===== src/rtl/snake_pkg.sv =====
// Shared constants and encodings for the snake game blocks.
package snake_pkg;

    localparam int unsigned GRID_W  = 40;
    localparam int unsigned GRID_H  = 30;
    localparam int unsigned XW      = 6;
    localparam int unsigned YW      = 6;
    localparam int unsigned SPAWN_X = 10;
    localparam int unsigned SPAWN_Y = 10;

    typedef enum logic [1:0] {
        DIR_UP,
        DIR_DOWN,
        DIR_LEFT,
        DIR_RIGHT
    } dir_t;

    typedef enum logic [1:0] {
        ST_WAIT,
        ST_RUN,
        ST_DEAD
    } state_t;

    function automatic dir_t dir_reverse(input dir_t d);
        dir_t r;
        case (d)
            DIR_UP:   r = DIR_DOWN;
            DIR_DOWN: r = DIR_UP;
            DIR_LEFT: r = DIR_RIGHT;
            default:  r = DIR_LEFT;
        endcase
        return r;
    endfunction

endpackage


===== src/rtl/snake_collision_check.sv =====
// Combinational wall / self-collision test for a proposed next head position.
module snake_collision_check #(
    parameter int unsigned MAX_LEN = 16,
    parameter int unsigned GRID_W  = snake_pkg::GRID_W,
    parameter int unsigned GRID_H  = snake_pkg::GRID_H
) (
    input  logic [snake_pkg::XW-1:0]              next_x_i,
    input  logic [snake_pkg::YW-1:0]              next_y_i,
    input  logic [MAX_LEN-1:0][snake_pkg::XW-1:0] seg_x_i,
    input  logic [MAX_LEN-1:0][snake_pkg::YW-1:0] seg_y_i,
    input  logic [4:0]                            length_i,
    input  logic                                  grow_i,
    output logic                                  wall_hit_o,
    output logic                                  body_hit_o
);
    import snake_pkg::*;

    int unsigned live;

    always_comb begin
        wall_hit_o = (next_x_i == '0) || (next_x_i == XW'(GRID_W - 1)) ||
                     (next_y_i == '0) || (next_y_i == YW'(GRID_H - 1));
        // Without growth the tail moves away this step, so its cell is free.
        live       = grow_i ? 32'(length_i) : 32'(length_i) - 32'd1;
        body_hit_o = 1'b0;
        for (int unsigned i = 0; i < MAX_LEN; i++) begin
            if (i < live && seg_x_i[i] == next_x_i && seg_y_i[i] == next_y_i) begin
                body_hit_o = 1'b1;
            end
        end
    end

endmodule


===== src/rtl/snake_body_engine.sv =====
// Snake movement engine: segment list, stepped head motion, growth and collision stop.
module snake_body_engine #(
    parameter int unsigned MAX_LEN     = 16,
    parameter int unsigned INIT_LEN    = 3,
    parameter int unsigned STEP_CYCLES = 12_500_000,
    parameter int unsigned GRID_W      = snake_pkg::GRID_W,
    parameter int unsigned GRID_H      = snake_pkg::GRID_H
) (
    input  logic       CLK_50M,
    input  logic       RSTn,
    input  logic [3:0] dir_key,
    input  logic       add_cube,
    output logic [5:0] head_x,
    output logic [5:0] head_y,
    output logic [4:0] length,
    input  logic [5:0] pix_x,
    input  logic [4:0] pix_y,
    output logic       pix_is_body,
    output logic       game_over
);
    import snake_pkg::*;

    localparam int unsigned   CW       = $clog2(STEP_CYCLES);
    localparam logic [CW-1:0] CNT_LAST = CW'(STEP_CYCLES - 1);

    state_t                     state_q, state_d;
    dir_t                       dir_q, dir_d;
    dir_t                       last_q, last_d;
    logic [CW-1:0]              cnt_q, cnt_d;
    logic                       add_prev_q;
    logic                       grow_q, grow_d;
    logic [4:0]                 len_q, len_d;
    logic [MAX_LEN-1:0][XW-1:0] seg_x_q, seg_x_d;
    logic [MAX_LEN-1:0][YW-1:0] seg_y_q, seg_y_d;
    logic                       pix_q;

    logic                       key_onehot;
    dir_t                       key_dir;
    logic                       key_ok;
    logic                       add_rise;
    logic [XW-1:0]              nx;
    logic [YW-1:0]              ny;
    logic                       fire;
    logic                       grow_now;
    logic                       wall_hit;
    logic                       body_hit;
    logic                       pix_hit;

    always_comb begin
        key_onehot = 1'b1;
        key_dir    = DIR_RIGHT;
        case (dir_key)
            4'b1000: key_dir = DIR_UP;
            4'b0100: key_dir = DIR_DOWN;
            4'b0010: key_dir = DIR_LEFT;
            4'b0001: key_dir = DIR_RIGHT;
            default: key_onehot = 1'b0;
        endcase
        // Reversal is judged against the executed move, not the pending one.
        key_ok = key_onehot && (key_dir != dir_reverse(last_q));
    end

    assign add_rise = add_cube && !add_prev_q;
    assign fire     = (state_q == ST_RUN) && (cnt_q == CNT_LAST);
    assign grow_now = grow_q && (len_q < 5'(MAX_LEN));

    always_comb begin
        nx = seg_x_q[0];
        ny = seg_y_q[0];
        case (dir_q)
            DIR_UP:   ny = seg_y_q[0] - 6'd1;
            DIR_DOWN: ny = seg_y_q[0] + 6'd1;
            DIR_LEFT: nx = seg_x_q[0] - 6'd1;
            default:  nx = seg_x_q[0] + 6'd1;
        endcase
    end

    snake_collision_check #(
        .MAX_LEN (MAX_LEN),
        .GRID_W  (GRID_W),
        .GRID_H  (GRID_H)
    ) u_collision (
        .next_x_i   (nx),
        .next_y_i   (ny),
        .seg_x_i    (seg_x_q),
        .seg_y_i    (seg_y_q),
        .length_i   (len_q),
        .grow_i     (grow_now),
        .wall_hit_o (wall_hit),
        .body_hit_o (body_hit)
    );

    always_comb begin
        state_d = state_q;
        dir_d   = dir_q;
        last_d  = last_q;
        cnt_d   = cnt_q;
        grow_d  = grow_q;
        len_d   = len_q;
        seg_x_d = seg_x_q;
        seg_y_d = seg_y_q;
        case (state_q)
            ST_WAIT: begin
                cnt_d  = '0;
                grow_d = grow_q | add_rise;
                if (key_ok) begin
                    state_d = ST_RUN;
                    dir_d   = key_dir;
                end
            end
            ST_RUN: begin
                grow_d = grow_q | add_rise;
                if (key_ok) begin
                    dir_d = key_dir;
                end
                if (fire) begin
                    cnt_d = '0;
                    if (wall_hit || body_hit) begin
                        state_d = ST_DEAD;
                    end else begin
                        seg_x_d = {seg_x_q[MAX_LEN-2:0], nx};
                        seg_y_d = {seg_y_q[MAX_LEN-2:0], ny};
                        last_d  = dir_q;
                        // An edge arriving on the step edge survives for the next step.
                        grow_d  = add_rise;
                        if (grow_now) begin
                            len_d = len_q + 5'd1;
                        end
                    end
                end else begin
                    cnt_d = cnt_q + CW'(1);
                end
            end
            default: ;
        endcase
    end

    always_comb begin
        pix_hit = 1'b0;
        for (int unsigned i = 0; i < MAX_LEN; i++) begin
            if (i < 32'(len_q) && seg_x_q[i] == pix_x && seg_y_q[i] == {1'b0, pix_y}) begin
                pix_hit = 1'b1;
            end
        end
    end

    always_ff @(posedge CLK_50M or negedge RSTn) begin
        if (!RSTn) begin
            state_q    <= ST_WAIT;
            dir_q      <= DIR_RIGHT;
            last_q     <= DIR_RIGHT;
            cnt_q      <= '0;
            add_prev_q <= 1'b0;
            grow_q     <= 1'b0;
            len_q      <= 5'(INIT_LEN);
            pix_q      <= 1'b0;
            for (int unsigned i = 0; i < MAX_LEN; i++) begin
                seg_x_q[i] <= (i < INIT_LEN) ? XW'(SPAWN_X - i) : '0;
                seg_y_q[i] <= (i < INIT_LEN) ? YW'(SPAWN_Y) : '0;
            end
        end else begin
            state_q    <= state_d;
            dir_q      <= dir_d;
            last_q     <= last_d;
            cnt_q      <= cnt_d;
            add_prev_q <= add_cube;
            grow_q     <= grow_d;
            len_q      <= len_d;
            seg_x_q    <= seg_x_d;
            seg_y_q    <= seg_y_d;
            pix_q      <= pix_hit;
        end
    end

    assign head_x      = seg_x_q[0];
    assign head_y      = seg_y_q[0];
    assign length      = len_q;
    assign game_over   = (state_q == ST_DEAD);
    assign pix_is_body = pix_q;

endmodule


===== config.mk =====
export PLATFORM = sky130hd
export DESIGN_NAME = snake_body_engine
export DESIGN_NICKNAME = d
export VERILOG_FILES = /design/src/rtl/snake_pkg.sv /design/src/rtl/snake_collision_check.sv /design/src/rtl/snake_body_engine.sv
export SDC_FILE = /design/constraint.sdc
export NUM_CORES = 1
export LEC_CHECK = 0
export ABC_AREA = 1
export ABC_CLOCK_PERIOD_IN_PS = 9400
export BUFFER_PORTS_ARGS = -buffer_cell sky130_fd_sc_hd__buf_2
export CAP_MARGIN = 20
export CORE_AREA = 2 2 206 208
export DETAILED_ROUTE_END_ITERATION = 6
export DIE_AREA = 0 0 208 210
export PLACE_DENSITY = 0.6
export SYNTH_ARGS = -nofsm -noshare
export SYNTH_HDL_FRONTEND = slang
export SYNTH_SLANG_ARGS = --single-unit

===== constraint.sdc =====
create_clock -name CLK_50M -period 9.4 [get_ports CLK_50M]
set_input_delay 1.88 -clock CLK_50M [delete_from_list [all_inputs] [get_ports CLK_50M]]
set_output_delay 1.88 -clock CLK_50M [all_outputs]
set_load 0.02 [all_outputs]

* Word-level counts from Yosys, hierarchy flattened
Index checks and enable logic that the tools add are counted.
Word-level totals: bits in registers 230, input port bits 18, output and inout bits 19, word-level logic and storage cells 296
Cells by class: add/subtract/negate cells 7, magnitude comparators 33, eq/ne operators 81, muxes and demuxes 47, bitwise gates (word level) 2, reductions and logical operators 86
Operators with widths (number):
- 6-bit equality test | 48
- 4-bit by 32-bit less-than comparator with 1-bit output (first input constant) | 8
- 3-bit by 32-bit less-than comparator with 1-bit output (first input constant) | 4
- 6-bit by 5-bit equality test with 1-bit output | 16
- 1-bit logical AND | 68
- 1-bit by 32-bit less-than comparator with 1-bit output (first input constant) | 2
- 2-bit by 32-bit less-than comparator with 1-bit output (first input constant) | 2
- 24-bit case mux with 2 select lines | 1
- 4-bit by 5-bit less-than comparator with 1-bit output (first input constant) | 8
- 1-bit two-way mux | 35
- 32-bit two-way mux | 1
- 24-bit by 1-bit adder with 24-bit output (second input constant) | 1
- 24-bit equality test (second input constant) | 1
- 24-bit two-way mux | 1
- 6-bit case mux with 2 select lines | 2
- 3-bit by 5-bit less-than comparator with 1-bit output (first input constant) | 4
- 6-bit by 1-bit adder with 6-bit output (second input constant) | 2
- 6-bit zero test | 2
- 2-bit case mux with 3 select lines | 2
- 6-bit by 1-bit subtractor with 6-bit output (second input constant) | 2
- 1-bit by 5-bit less-than comparator with 1-bit output (first input constant) | 2
- 2-bit by 5-bit less-than comparator with 1-bit output (first input constant) | 2
- 4-bit AND reduction | 2
- 2-bit by 1-bit equality test with 1-bit output (second input constant) | 3
- other kinds (26) | 37

* Longest topological paths before layout
Gate-level depths: netlist of the first run.
depth in word-level cells 26, gate-level depth with buffers 30, mapped depth without buffers 28

* Cells and area by module
Synthesis of the first run repeated with hierarchy kept, for this count alone.
Second synthesis, totals: cell total of the unflattened synthesis 2513, area total of the unflattened synthesis 16502.1 sq um
By module, submodules not included:
- snake_body_engine | instances 1, cells each 1805, area each 12899.9 sq um, sequential area each 5776.8 sq um
- snake_collision_check | instances 1, cells each 708, area each 3602.2 sq um, sequential area each 0.0 sq um

* Least setup slack after synthesis of the first run
No wires, ideal clock.
path type input to register, from in pix_x[1], to reg pix_q, in the netlist pix_is_body, setup time 0.065 ns, arrival time 3.330 ns, data required time 9.335 ns, setup slack 6.005 ns, stages 8, buffers on the path 2, path through clkbuf_1 -> clkbuf_1 -> o22ai_1 -> a2111oi_0 -> nand3_1 -> o41ai_1 -> nor3_1 -> nand2_1
On the way: longest elaborated chain between the ends 19, elaborated cells between the ends (all ways) 64, classes of those cells eq/ne: 16; mux: 16; reduce/logical: 32
Ends and longest elaborated chain:
- from (decl) | line snake_body_engine.sv:16 | input logic [5:0] pix_x,
- 6-bit equality test | line snake_body_engine.sv:141 | if (i < 32'(len_q) && seg_x_q[i] == pix_x && seg_y_q[i] == {1'b0, pix_y}) begin
- 1-bit logical AND (2 in series) | line snake_body_engine.sv:141
- 1-bit two-way mux (15 in series) | line snake_body_engine.sv:141
- 1-bit two-way mux * | line snake_body_engine.sv:141
- named net pix_hit | line snake_body_engine.sv:47 | logic pix_hit;
- to (signal assigned) | line snake_body_engine.sv:171 | pix_q <= pix_hit;
- to (decl) | line snake_body_engine.sv:35 | logic pix_q;
The timed path passes the listed nets; every way through them passes the cells marked *. A chain may end at the register's enable or synchronous reset.

* Worst setup path in the final report of the first run
from reg dir_q[1], to reg seg_x_q[16] (netlist name)
On the way: longest elaborated chain between the ends 25, elaborated cells between the ends (all ways) 96, classes of those cells eq/ne: 36; mux: 18; bitwise: 1; reduce/logical: 41
Ends and longest elaborated chain:
- from (decl) | line snake_body_engine.sv:27 | dir_t dir_q, dir_d;
- from (signal assigned) | line snake_body_engine.sv:163 | dir_q <= dir_d;
- 2-bit by 1-bit equality test with 1-bit output / 2-bit zero test (equally long branches) | line snake_body_engine.sv:70 | case (dir_q)
- 2-bit OR reduction (no source line)
- 6-bit case mux with 2 select lines | line snake_body_engine.sv:70
- 6-bit equality test | line snake_collision_check.sv:27 | if (i < live && seg_x_i[i] == next_x_i && seg_y_i[i] == next_y_i) begin
- 1-bit logical AND (2 in series) | line snake_collision_check.sv:27
- 1-bit two-way mux (16 in series) | line snake_collision_check.sv:27
- 1-bit logical OR * | line snake_body_engine.sv:118 | if (wall_hit || body_hit) begin
- 1-bit NOT (no source line) *
- 3-bit AND reduction (no source line) *
- to (signal, indexed assignment) | line snake_body_engine.sv:158 | seg_x_q[i] <= (i < INIT_LEN) ? XW'(SPAWN_X - i) : '0;
- to (signal assigned) | line snake_body_engine.sv:169 | seg_x_q <= seg_x_d;
- to (decl) | line snake_body_engine.sv:33 | logic [MAX_LEN-1:0][XW-1:0] seg_x_q, seg_x_d;
Mark *: on every way between the ends. The rest lies on a longest branch, timed or not.

==> summary.md, run 1 <==
- num ports: 37
- share of post-route cells with drive strength above 1: 13.41%
- Final #Nets: 2,286
- synthesized area per cell: 7.164 µm²
- area growth from synthesis to layout: 7.253%
- reg2reg start: dir_q[1]
- total DRC errors in the routed layout: 0
- Routed Wire Length: 58,220 µm
- chip height: 210 µm
- pin count of the biggest net entering global routing: 178
- post-route setup TNS: 0 ps
- number of distinct library cells after synthesis: 53
- max-slew violation total from the final report: 0
- diode count: 0
- CTS tree: built
- slew at the pin closest to its max-slew limit: 968.9 ps
- Yosys top cell area share: 32.42%
- setup violators final: 0
- worst slew margin relative to its limit: 35.41%
- final period utilization: 68.63%
- Maximum Capacitance Violations: 0
- initial antenna violation count: 2
- number of port buffers: 36
- start point of the worst hold path: add_prev_q
- die area: 43,680 µm²
- endpoint arrival time on the critical path: 6900 ps
- clk sinks: 230
- leakage power: 7.910 nW
- clock edge transition at the registers on the reported setup and hold paths: 60 ps
- Post-DRT Antenna Nets: 0
- Chip Width: 208 µm
- required time worst endpoint: 9850 ps
- kind of launch point of the worst setup path: flop
- achievable frequency: 0.1550 GHz
- Worst IR Drop VDD: 0.0001363 V
- post-route core utilization: 42.51%
- outcome: finished clean
- Num CTS Buffers: 30
- Initial Util: 39.64%
- post-detailed-route wirelength per cell: 20.64 µm
- list of most frequent post-synthesis cells: 750 x nand2_1, 265 x inv_1, 213 x dfrtp_1, 171 x nand3_1, 122 x nor2_1
- number of gates given a new drive strength after cts: 0
- Core Footprint: 41,480 µm²
- first-pass GRT wire length: 90,350 µm
- GRT Residual Overflow: 0
- path type of the worst setup path: reg2reg
- post-layout min period: 6452 ps
- cell area power density: 174.5 nW/µm²
- sequential element share of the synthesized area: 35.14%
- GRT Overall Usage: 26.56%
- final-report hold violation count: 0
- unrepaired setup endpoints after global routing: no
- cell with the most instances after synthesis: nand2_1
- Vias/cell: 5.549
- summed instance area of the synthesized netlist: 16,440 µm²
- share of synthesized registers carrying an async set or reset: 100.0%
- Hold Path Cell Cnt: 1
- Fin Clk Skew: 14.85 ps
- final weighted congestion in routability-driven placement: 0.9822
- insertion delay to the later sink of the worst-skew pair: 590 ps
- path depth of the worst reg2reg path: 22
- DRT iter0 DRCs: 1,812
- category of the worst setup path capture point: flop
- via count of the first global-routing pass: 14,650
- Synth area leader: dfrtp_1
- half-perimeter wire length after detailed placement: 41,530 µm
- number of flops mapped to enable cells by yosys: 0
- via count: 15,660
- Ys Warns: 0
- class of the most critical hold timing path: reg2reg
- clk root buf: clkbuf_16
- Syn Nets: 2,323
- Setup crit start: dir_q[1]
- length of the first detailed-routing pass in iterations: 7
- Post-CTS Setup Repair Bufs: 0
- largest fanout of any net on the critical path: 177
- number of instances in the synthesized netlist: 2,295
- Post-Route Hold Slack: 426.4 ps
- top flip-flop cell by instance count after synthesis: dfrtp_1
- cell row count: 75
- number of register bits inferred by synthesis: 230
- cell types occupying the most area after synthesis: dfrtp_1 32%, nand2_1 17%, o21ai_2 6.4%
- # H-tree levels: 1
- hold-fix buffer count after cts: 0
- maximum buffer depth of the clock tree: 3
## flip-flops by register name, indices dropped and copies added, names as in the netlist
| name | flops |
|---|---|
| add_prev_q | 1 |
| cnt_q | 24 |
| dir_q | 2 |
| grow_q | 1 |
| head_x | 6 |
| head_y | 6 |
| last_q | 2 |
| length | 5 |
| pix_is_body | 1 |
| seg_x_q | 90 |
| seg_y_q | 90 |
| state_q | 2 |
## worst paths after layout
kind	end	slack, ps
setup / recovery	seg_x_q[16]	2950
hold reg to reg	grow_q	430
setup reg to reg	seg_x_q[16]	2950
max in group asynchronous	seg_x_q[62]	6850
hold / removal	grow_q	430
min in group asynchronous	seg_x_q[22]	1290
## stage by stage
| stage | std cells | power [mW] | area [µm²] | setup slack (ps) |
|---|---|---|---|---|
| finish | 2821 | 3.077 | 17630 | 2948 |
| global route | 2821 | 3.214 | 17630 | 2639 |
| CTS | 2820 | 3.075 | 17620 | 3096 |
| detailed placement | 2764 | 1.811 | 16540 | 3130 |
| global placement | 2764 | 1.802 | 16540 | 3227 |
| floorplan | 2295 | 1.596 | 16440 | 6005 |
## worst max-delay path, cell delays in order, from the launching register on
cell	delay, ps
dfstp_2	950
inv_4	240
nand2_2	200
ha_1	320
a21oi_1	250
nand3b_1	110
nand3_1	410
nand2_2	450
inv_1	440
nand2_1	100
nand4_1	90
nor2_1	70
nand2_1	60
nor2_1	40
nand3_1	90
nand2_1	80
nor2_1	210
nand2_2	140
nor2_8	410
nand2_8	630
buf_12	570
nand2_1	190
o21ai_2	70
## layer usage
layer,up-vias,wire length [µm],GRT usage [%]
met5,-,0,0
met4,0,1840,8.853
met3,109,5778,4.395
met2,766,25160,39.92
met1,7407,25440,38.75
li1,7373,-,-
## placed cells by master, fill, tap and decap left out, types with 47 or more instances in the layout
cell type  netlist  final
nor2_1         122    122
nand2_2         47     47
nand3_1        171    171
nand2_1        750    750
o21ai_2        121    121
xor2_1          80     80
o22ai_1         54     54
inv_1          265    265
dfrtp_1        213    213
o21ai_1         67     67
## layout make-up
cell class                 count  area, µm²
tap                          539      674.4
clock buffer                  42      865.8
multi-input combinational   1673       8776
inverter                     279       1050
timing repair buffer          44      279.0
clock inverter                14      211.5
sequential                   230       5777
fill                        4318      23840
## report_power, final
group / switching [mW] / internal (mW)
registers: 0.0307 / 1.01
logic: 0.570 / 0.200
clock network: 0.489 / 0.777
## cell families after synthesis
logic type / count (synthesis) / synth area share [%]
simple gates: 1181 / 30.84
buf+inv: 392 / 11.48
compound gates: 370 / 15.77
flops: 230 / 35.14
xor+xnor: 112 / 5.967
fa+ha+maj: 10 / 0.8067
No activity file was read; power rests on OpenSTA's default activity.
==> run 2, diff against run 1 <==
--- a/config.mk
+++ b/config.mk
@@ -5,14 +5,14 @@
 export SDC_FILE = /design/constraint.sdc
 export NUM_CORES = 1
 export LEC_CHECK = 0
-export ABC_AREA = 1
-export ABC_CLOCK_PERIOD_IN_PS = 9400
+export ABC_AREA = 0
+export ABC_CLOCK_PERIOD_IN_PS = 5650
 export BUFFER_PORTS_ARGS = -buffer_cell sky130_fd_sc_hd__buf_2
 export CAP_MARGIN = 20
-export CORE_AREA = 2 2 206 208
+export CORE_AREA = 2 2 207 209
 export DETAILED_ROUTE_END_ITERATION = 6
-export DIE_AREA = 0 0 208 210
-export PLACE_DENSITY = 0.6
+export DIE_AREA = 0 0 209 211
+export PLACE_DENSITY = 0.62
 export SYNTH_ARGS = -nofsm -noshare
 export SYNTH_HDL_FRONTEND = slang
 export SYNTH_SLANG_ARGS = --single-unit
==> constraint.sdc (replaced) <==
create_clock -name CLK_50M -period 5.65 [get_ports CLK_50M]
set_input_delay 1.13 -clock CLK_50M [delete_from_list [all_inputs] [get_ports CLK_50M]]
set_output_delay 1.13 -clock CLK_50M [all_outputs]
set_load 0.02 [all_outputs]
==> summary.md, run 2 <==
- post-layout min period: 5189 ps, -1262 ps
- max-slew violation total from the final report: 0, unchanged
- biggest regs: seg_x_q: 90 flops, seg_y_q: 90 flops, cnt_q: 24 flops
- clk sinks: 230, unchanged
- top flip-flop cell by instance count after synthesis: dfrtp_1
- final-report hold violation count: 0, unchanged
- list of most frequent post-synthesis cells: 232 x xnor2_1, 213 x dfrtp_1, 165 x mux2_2, 145 x xor2_1, 86 x nand2_1
- Yosys top cell area share: 32.15%, -0.27 points
- hold-fix buffer count after cts: 0, unchanged
- final std cell area, no fill: 18,400 µm², +4.3%
- Chip Width: 209 µm, +0.48%
- number of gates given a new drive strength after cts: 0, unchanged
- number of instances in the placed design: 2,218, -20%
- summed instance area of the synthesized netlist: 16,580 µm², +0.84%
- Initial Util: 39.70%, +0.065 points
- number of instances in the synthesized netlist: 1,709, -26%
- Vias/cell: 6.188, +12%
- register-to-register path setup slack: 460 ps, -2490 ps
- via count: 14,050, -10%
- Fin Clk Skew: 19.79 ps, +4.941 ps
- worst slew margin relative to its limit: 35.12%, -0.29 points
- setup violators final: 0, unchanged
- share of synthesized registers carrying an async set or reset: 100.0%, unchanged
- total DRC errors in the routed layout: 0, unchanged
- GRT Overall Usage: 27.25%, +0.69 points
- Placed Area: 17,390 µm², +5.1%
- clk root buf: clkbuf_16
- number of register bits inferred by synthesis: 230, unchanged
- Setup WS pre-CTS: 621.1 ps, -2509 ps
- CTS tree: built
- cell area power density: 247.6 nW/µm², +42%
- achievable frequency: 0.1927 GHz, +24%
- Core Footprint: 41,760 µm², +0.68%
- cell with the most instances after synthesis: xnor2_1
- # H-tree levels: 1, unchanged
- Final #Nets: 1,737, -24%
- endpoint arrival time on the critical path: 5640 ps, -1260 ps
- most frequent cells in the layout: 232 x xnor2_1, 213 x dfrtp_1, 165 x mux2_2, 145 x xor2_1, 86 x nand2_1
- slew at the pin closest to its max-slew limit: 970.5 ps, +1.609 ps
- final weighted congestion in routability-driven placement: 1.036, +5.4%
- cell types occupying the most area after synthesis: dfrtp_1 32%, xnor2_1 12%, mux2_2 11%
- path depth of the worst reg2reg path: 16, -27%
- via count of the first global-routing pass: 13,330, -9.0%
- required time worst endpoint: 6100 ps, -3750 ps
- Post-CTS Setup Repair Bufs: 0, unchanged
- share of post-route cells with drive strength above 1: 20.74%, +7.3 points
- Routed Wire Length: 60,630 µm, +4.1%
- cell row count: 75, unchanged
- insertion delay to the later sink of the worst-skew pair: 570 ps, -20 ps
- Syn Nets: 1,737, -25%
- outcome: finished clean
- maximum buffer depth of the clock tree: 3, unchanged
- post-route setup TNS: 0 ps, unchanged
- chip height: 211 µm, +0.48%
- unrepaired setup endpoints after global routing: no
- number of cells in the finished layout apart from fillers: 2,270, -20%
- half-perimeter wire length after detailed placement: 44,480 µm, +7.1%
- Ys Warns: 0, unchanged
- number of flops mapped to enable cells by yosys: 0, unchanged
- number of distinct library cells after synthesis: 84, +58%
- area growth from synthesis to layout: 10.96%
- leakage power: 8.025 nW, +1.5%
- endpoint of the worst hold-timing path: last_q[1]
- pin count of the biggest net entering global routing: 121, -32%
- GRT Residual Overflow: 0, unchanged
- Maximum Capacitance Violations: 0, unchanged
- clock edge transition at the registers on the reported setup and hold paths: 60 ps, about the same
- sequential element share of the synthesized area: 34.84%, -0.29 points
- length of the first detailed-routing pass in iterations: 6, -1
- total power: 4.556 mW, +48%
- synthesized area per cell: 9.701 µm², +35%
- kind of launch point of the worst setup path: flop
- DRT iter0 DRCs: 1,537, -15%
- Synth area leader: dfrtp_1
- post-detailed-route wirelength per cell: 26.71 µm, +29%
- Worst IR Drop VDD: 0.0001732 V, +27%
- largest fanout of any net on the critical path: 29, -84%
- num ports: 37, unchanged
- Final WS setup: 460.8 ps, -2488 ps
- reg2reg start: dir_q[1]
- initial antenna violation count: 2, unchanged
- path type of the worst setup path: reg2reg
- class of the most critical hold timing path: reg2reg
- die area: 44,100 µm², +0.96%
- Num CTS Buffers: 28, -6.7%
- diode count: 0, unchanged
- start point of the worst hold path: last_q[1]
- commonest non-fill, non-tap cell in the layout: xnor2_1
- number of port buffers: 36, unchanged
- FF-to-FF End: seg_y_q[72]
- Hold Path Cell Cnt: 2, +1
- first-pass GRT wire length: 89,890 µm, -0.51%
- final period utilization: 91.84%, +23 points
- Post-DRT Antenna Nets: 0, unchanged
- category of the worst setup path capture point: flop
## run 2: cell count changes in the layout (fill, tap and decap cells not counted), sizes merged, moves of 31 or more
cell   before  now
nor4       18   49
nand3     175   35
xnor2      32  234
o22ai      54    5
nor2      124   68
inv       276   37
xor2       80  145
nand2     803   86
buf        44  104
mux2        0  166
o21ai     226   91
## run 2: routing by layer
layer  wire length (µm)  GRT usage [%]
met1              25550          37.29
met2              27350          43.02
met3               5316          5.337
met4               2400          9.631
met5                 13              0
## run 2: final cells by class
type / instances / area, µm²
flip-flops and latches: 230 / 5777
inverters: 38 / 142.6
fillers: 3967 / 23360
clock buffers: 43 / 878.3
multi-input cells: 1307 / 10040
well taps: 539 / 674.4
repair buffers: 104 / 763.2
clock inverters: 9 / 125.1
## run 2: cells by family (layout without fill, tap and decap cells)
kind of cell | count (synthesis) | after routing | share of synthesized area (%)
AND/OR/NAND/NOR | 435 | 435 | 14.46
XOR/XNOR | 386 | 386 | 21.20
flip-flops | 230 | 230 | 34.84
adder cells (fa/ha/maj) | 10 | 10 | 0.8000
AO/OA/AOI/OAI | 297 | 297 | 11.97
buffers and inverters | 172 | 194 | 4.649
multiplexers | 179 | 179 | 12.08
## run 2: report_power, final
part	switching [mW]	internal [mW]
clock network	0.749	1.20
registers	0.0272	1.68
logic	0.581	0.323
total	1.36	3.20
## run 2: how the worst max path moves through the flow
stage                         start          end  slack (ps)
after floorplan           head_y[0]  seg_y_q[24]         710
after detailed placement   dir_q[1]  seg_y_q[72]         620
after CTS                  dir_q[1]  seg_y_q[72]         590
final                      dir_q[1]  seg_y_q[72]         460
after global placement     dir_q[1]  seg_x_q[60]         590
after global routing       dir_q[1]  seg_y_q[80]         210
## run 2: critical path: stages, from the launching register on
cell and delay, ps:
dfstp_2 660, nand2b_1 230, xnor2_1 180, ha_1 760, mux2i_1 160, buf_4 210, xnor2_1 120, a2111oi_0 440
o2111ai_1 330, a2111oi_0 400, buf_4 190, a211o_1 140, or4_1 160, nand4bb_4 170, buf_12 170, buf_4 350
mux2_2 390
## run 2: through the flow
stage,util [%],hold slack [ps]
2_1_floorplan,-,444.9
3_3_place_gp,41.65,463.3
3_5_place_dp,41.65,471.3
4_1_cts,44.05,479.1
5_1_grt,44.05,521.3
6_report,44.05,478.8
